`src/rtl/ram_rd_stream_if.sv`:
```
// ram_rd_stream_if: registered valid/ready word stream leaving ram_rd_stream.
// out_last is present only when RAM_RD_LAST_EN is defined.
interface ram_rd_stream_if #(
    parameter int DATA_WIDTH = 8
);
    logic [DATA_WIDTH-1:0] out_data;
    logic                  out_valid;
    logic                  out_ready;
`ifdef RAM_RD_LAST_EN
    logic                  out_last;
`endif

    // Source side: the sequencer drives data/valid and observes ready.
    modport master (
        output out_data,
        output out_valid,
        input  out_ready
`ifdef RAM_RD_LAST_EN
        ,
        output out_last
`endif
    );

    // Sink side: the consumer observes data/valid and drives ready.
    modport slave (
        input  out_data,
        input  out_valid,
        output out_ready
`ifdef RAM_RD_LAST_EN
        ,
        input  out_last
`endif
    );
endinterface

```
`src/rtl/ram_rd_stream.sv`:
```
// ram_rd_stream: read-side sequencer for the dual-port register RAM.
// On start it walks a wrap-around address range of len words and presents
// each word on a registered valid/ready stream, one word per cycle when the
// sink is ready. Optional feature macro: RAM_RD_LAST_EN adds out_last.
module ram_rd_stream #(
    parameter int DATA_WIDTH = 8,
    parameter int DEPTH_LOG2 = 4
) (
    input  logic                  clk,
    input  logic                  reset,
    input  logic                  start,
    input  logic [DEPTH_LOG2-1:0] start_addr,
    input  logic [DEPTH_LOG2:0]   len,
    output logic [DEPTH_LOG2-1:0] ram_addr,
    input  logic [DATA_WIDTH-1:0] ram_data,
    ram_rd_stream_if.master       stream,
    output logic                  busy,
    output logic                  done
);
    typedef enum logic {
        IDLE   = 1'b0,
        STREAM = 1'b1
    } state_t;

    localparam logic [DEPTH_LOG2-1:0] ADDR_ONE = 1;
    localparam logic [DEPTH_LOG2:0]   CNT_ONE  = 1;

    state_t                state;
    state_t                next_state;
    logic [DEPTH_LOG2-1:0] addr;
    logic [DEPTH_LOG2:0]   remaining;
    logic [DATA_WIDTH-1:0] data_q;
    logic                  valid_q;
    logic                  accept;
    logic                  load;
    logic                  finish;
    logic                  handshake;
`ifdef RAM_RD_LAST_EN
    logic                  last_q;
`endif

    // State register.
    // NOTE: sequential blocks use non-blocking assignments so every register
    // updates from the values present before the edge.
    always_ff @(posedge clk or negedge reset) begin
        if (!reset) begin
            state <= IDLE;
        end else begin
            state <= next_state;
        end
    end

    // Next-state logic: a non-empty start opens a stream, the final accepted word closes it.
    // NOTE: every combinational output gets a default first so no path infers a latch.
    always_comb begin
        next_state = state;
        case (state)
            IDLE:    if (start && (len != '0)) next_state = STREAM;
            STREAM:  if (finish) next_state = IDLE;
            default: next_state = IDLE;
        endcase
    end

    // Output/control decode: start acceptance, word loads and stream completion.
    always_comb begin
        busy      = 1'b0;
        accept    = 1'b0;
        load      = 1'b0;
        finish    = 1'b0;
        handshake = valid_q && stream.out_ready;
        case (state)
            IDLE:   accept = start;
            STREAM: begin
                busy   = 1'b1;
                load   = (remaining != '0) && (!valid_q || stream.out_ready);
                finish = (remaining == '0) && handshake;
            end
            default: ;
        endcase
    end

    // Address walk and word countdown; start latches the range even when len is zero.
    always_ff @(posedge clk or negedge reset) begin
        if (!reset) begin
            addr      <= '0;
            remaining <= '0;
        end else if (accept) begin
            addr      <= start_addr;
            remaining <= len;
        end else if (load) begin
            addr      <= addr + ADDR_ONE;
            remaining <= remaining - CNT_ONE;
        end
    end

    // Output register: capture RAM data on load, hold under backpressure, clear on a drained handshake.
    always_ff @(posedge clk or negedge reset) begin
        if (!reset) begin
            data_q  <= '0;
            valid_q <= 1'b0;
`ifdef RAM_RD_LAST_EN
            last_q  <= 1'b0;
`endif
        end else if (load) begin
            data_q  <= ram_data;
            valid_q <= 1'b1;
`ifdef RAM_RD_LAST_EN
            last_q  <= (remaining == CNT_ONE);
`endif
        end else if (handshake) begin
            valid_q <= 1'b0;
`ifdef RAM_RD_LAST_EN
            last_q  <= 1'b0;
`endif
        end
    end

    // Completion pulse: final word accepted, or a zero-length request taken in IDLE.
    always_ff @(posedge clk or negedge reset) begin
        if (!reset) begin
            done <= 1'b0;
        end else begin
            done <= finish || (accept && (len == '0));
        end
    end

    assign ram_addr         = addr;
    assign stream.out_data  = data_q;
    assign stream.out_valid = valid_q;
`ifdef RAM_RD_LAST_EN
    assign stream.out_last  = last_q;
`endif
endmodule
```
`src/flat_wrapper.sv`:
```
// flat-port wrapper written by rule: the top's interface ports become plain ports
module ram_rd_stream_flat 
#(
    parameter int DATA_WIDTH = 8,
    parameter int DEPTH_LOG2 = 4
)
  (clk, reset, start, start_addr, len, ram_addr, ram_data, busy, done, stream_out_data, stream_out_valid, stream_out_ready);
  ram_rd_stream_if #(.DATA_WIDTH(DATA_WIDTH)) stream_i ();
  input  logic clk;
  input  logic reset;
  input  logic start;
  input  logic [DEPTH_LOG2-1:0] start_addr;
  input  logic [DEPTH_LOG2:0] len;
  output logic [DEPTH_LOG2-1:0] ram_addr;
  input  logic [DATA_WIDTH-1:0] ram_data;
  output logic busy;
  output logic done;
  output wire logic [$bits(stream_i.out_data)-1:0] stream_out_data;
  output wire logic [$bits(stream_i.out_valid)-1:0] stream_out_valid;
  input wire logic [$bits(stream_i.out_ready)-1:0] stream_out_ready;
  assign stream_out_data = stream_i.out_data;
  assign stream_out_valid = stream_i.out_valid;
  assign stream_i.out_ready = stream_out_ready;
  ram_rd_stream #(.DATA_WIDTH(DATA_WIDTH), .DEPTH_LOG2(DEPTH_LOG2)) u_core (.clk(clk), .reset(reset), .start(start), .start_addr(start_addr), .len(len), .ram_addr(ram_addr), .ram_data(ram_data), .stream(stream_i), .busy(busy), .done(done));
endmodule
```
`config.mk`:
```
export PLATFORM = sky130hd
export DESIGN_NAME = ram_rd_stream_flat
export DESIGN_NICKNAME = d
export VERILOG_FILES = /design/src/rtl/ram_rd_stream_if.sv /design/src/rtl/ram_rd_stream.sv /design/src/flat_wrapper.sv
export SDC_FILE = /design/constraint.sdc
export NUM_CORES = 1
export LEC_CHECK = 0
export CAP_MARGIN = 0
export CORE_MARGIN = 10
export CORE_UTILIZATION = 42
export CTS_CLUSTER_DIAMETER = 50
export DETAILED_ROUTE_END_ITERATION = 8
export GPL_TIMING_DRIVEN = 0
export PLACE_DENSITY = 0.88
export SYNTH_ARGS = -nofsm -noshare
export SYNTH_HDL_FRONTEND = slang
export SYNTH_SLANG_ARGS = --single-unit
export TNS_END_PERCENT = 1
```
`constraint.sdc`:
```
create_clock -name clk -period 2.3 [get_ports clk]
set_input_delay 0.575 -clock clk [delete_from_list [all_inputs] [get_ports clk]]
set_output_delay 0.575 -clock clk [all_outputs]
set_load 0.05 [all_outputs]
```
==> impl_results.md <==
- Outcome: finished, final reports clean
- Final period util: between 90% and 100%
- Largest net degree at the start of global routing: 21
- FF/Latch Area: 500.5 sq um
- Sequential fraction of the synthesis area: a little over half
- First-pass GRT wire length: 4.029 mm
- Hpwl dp: 1.926 mm
- Routed vias/inst: roughly 5.3
- Worst r2r src: u_core.remaining[0]$_DFFE_PN0P_
- Clock Pin Slew Worst Setup and Hold Paths: 0.13 ns
- H-tree Lvls: 1
- Number of distinct library cells after synthesis: 28
- Worst min-delay path class: register to register
- Worst Path Buf+Inv: 1
- Routability-driven placement congestion ratio: slightly above 0.8
- Maximum clock path buffer count: 2
- Placed inst area: between 1000 and 1500 sq um
- WP data arrival: 1.57 ns
- Pwr dens: between 1500 and 2000 nW/um^2
- Cell taking the most area after synthesis: dfrtp_1
- Area grow syn2layout: 46.05%
- Area contributors post-synth: dfrtp_1 (53%), mux2_2 (9.5%), nand2_1 (3.9%), nand3_1 (3.2%), ha_1 (2.6%)
- Leak: about 0.57 nW
- CP startpoint: u_core.ram_addr[0]$_DFFE_PN0P_
- I/O pin count: 36
- IO buf count: 35
- Fin area: about 1400 sq um
- Drt pass-1 iters: 4
- Top-area cell type share of the netlist area: a little over half
- Max incr delay on CP: between 0.8 and 0.9 ns
- Routed WL per cell: 15.91 um
- Fin Clk Skew: 0.01437 ns
- Final nets: 150
- Rel. slew slack: between 40% and 50%
- Setup Fix Bufs, Post-CTS: 0
- Slew @ Worst Pin: 0.8765 ns
- Filler cells: slightly below 200
- Worst VDD drop: between 900 and 1000 uV
- Diodes inserted: 0
- Post-Synthesis Cells: 87
- Setup violations, final: 0
- CP Class: register to primary output
- Final Slew Violations: 0
- Cell Rows: 17
- Max Fclk: ~470 MHz
- Die footprint: around 4600 sq um
- Core ar.: roughly 2200 sq um
- Detailed Route Iter0 Violations: 18
- DR vias: ~800
- Syn. warnings: 0
- Chip height: about 68 um
- Top cell family by delay on the critical path: buffers and inverters
- Critical Path End Type: primary output
- Layout cells sized above 1: roughly 13%
- Synth Register Bits: 20
- Synthesized area: 950.9 sq um
- Number of remaining DRC errors: 0
- Clk sink count: 20
- Worst Path Required: approximately 1.7 ns
- # hold bufs at CTS: 0
- Area of the multi-input gates: 407.9 sq um
- Remaining Overflow, GRT: 0
- Initial antenna violation count: 0
- Clk_lat worst skew: 0.32 ns
- Cell at the slowest stage of the critical path: clkdlybuf4s50_1
- Syn Area/Cell: about 11 sq um
- Max Cap Viol: 0
- CTS Buf Count: 3
- Final Hold Fails: 0
- Die W: roughly 68 um
- Crit Path Max Fanout: 5
- Unrepaired setup endpoints after global routing: false
- Syn nets: 110
- Finished Core Util: 63.39%
- Hold wc startpoint: u_core.stream.out_data[5]$_DFFE_PN0P_
- Initial core utilization: a little over two fifths
- Startpoint types: register
- Power, Total: 2.228 mW
- Number of global-route vias before repair: 880
- Post-Route Setup TNS: 0 ns
- WL final: roughly 2.5 mm
- Post-cts repair resize count: 0
- Min Tclk post-route: about 2.1 ns
- Clk root buf: clkbuf_4
- All-Layer GR Usage: 11.56%
- Detail Route Antenna Nets: 0
- TritonCTS clock tree: built
- CP Cell Sequence: clkdlybuf4s50_1
==> worst paths after layout <==
check | end | slack (ns) | cells after the start
min in group asynchronous | u_core.remaining[3]$_DFFE_PN0P_ | 0.74 | 1
min | u_core.stream.out_data[5]$_DFFE_PN0P_ | 0.52 | 1
min reg2reg | u_core.stream.out_data[5]$_DFFE_PN0P_ | 0.52 | 1
max in group asynchronous | u_core.remaining[4]$_DFFE_PN0P_ | 1.01 | 1
max | ram_addr[0] | 0.16 | 1
max reg2reg | u_core.stream.out_data[7]$_DFFE_PN0P_ | 0.32 | 7
==> Yosys cell counts <==
cell type,number
xor2_1,2
nand4_1,2
nor2b_1,1
o21ai_0,4
o21ai_1,2
or3b_2,1
or4b_1,1
clkbuf_1,2
or3_1,1
ha_1,2
or4_1,1
nand2b_1,2
a21oi_1,2
a311oi_1,1
buf_2,1
nand2_1,10
a31oi_1,1
nand3_4,1
nand3_1,6
nor2_1,3
o31ai_1,1
mux2i_1,2
o211ai_1,3
mux2_2,8
dfrtp_1,20
buf_8,1
nor3_1,2
inv_1,4
==> metrics by stage <==
stage	hold slack [ns]	cells	setup slack [ns]
after floorplan	0.2794	87	0.4396
after global placement	0.4883	150	0.1681
after detailed placement	0.4933	150	0.1127
after CTS	0.5224	154	0.1473
after global routing	0.5471	154	0.07309
final	0.5203	154	0.1595
==> layer usage <==
metal / global-route usage (%) / wire (um) / vias to the layer above
met3: 3.802 / 189 / 5
met5: 0 / 0 / -
met2: 19.25 / 1215 / 23
met1: 13.08 / 998 / 396
met4: 5.385 / 46 / 0
li1: - / - / 385
==> cells in the final DEF, fill, tap and decap left out, types with 3 or more instances in the layout <==
master	instances
clkdlybuf4s50_1	35
dfrtp_1	20
nand2_1	10
mux2_2	8
nand3_1	6
inv_1	4
o21ai_0	4
nor2_1	3
o211ai_1	3
clkbuf_4	3
==> cells by family (layout without fill, tap and decap cells) <==
| family | count (synthesis) | in the layout | share of synthesized area [%] |
|---|---|---|---|
| buf+inv | 8 | 47 | 4.473 |
| fa+ha+maj | 2 | 2 | 2.631 |
| compound gates | 14 | 14 | 8.948 |
| xor+xnor | 2 | 2 | 1.842 |
| flops | 20 | 20 | 52.63 |
| simple gates | 31 | 31 | 17.90 |
| mux | 10 | 10 | 11.58 |
==> layout make-up <==
| cell class | instances | area share [%] |
|---|---|---|
| Buffer | 4 | 1.982 |
| Inverter | 4 | 1.081 |
| Timing Repair Buffer | 35 | 25.23 |
| Sequential cell | 20 | 36.04 |
| Tap cell | 28 | 2.523 |
| Clock inverter | 1 | 2.162 |
| Clock buffer | 3 | 1.622 |
| Multi-Input combinational cell | 59 | 29.37 |
==> state kept, by name, indices dropped and copies added (netlist names) <==
register,count
u_core.stream.out_data,8
u_core.remaining,5
u_core.ram_addr,4
u_core.done,1
u_core.state,1
u_core.stream.out_valid,1
==> power by group <==
group          switching, mW  internal, mW  total, mW
sequential             0.119         0.525      0.643
clock                  0.119         0.176      0.295
combinational          0.791         0.499       1.29
Power figures use the tool's default switching activity.
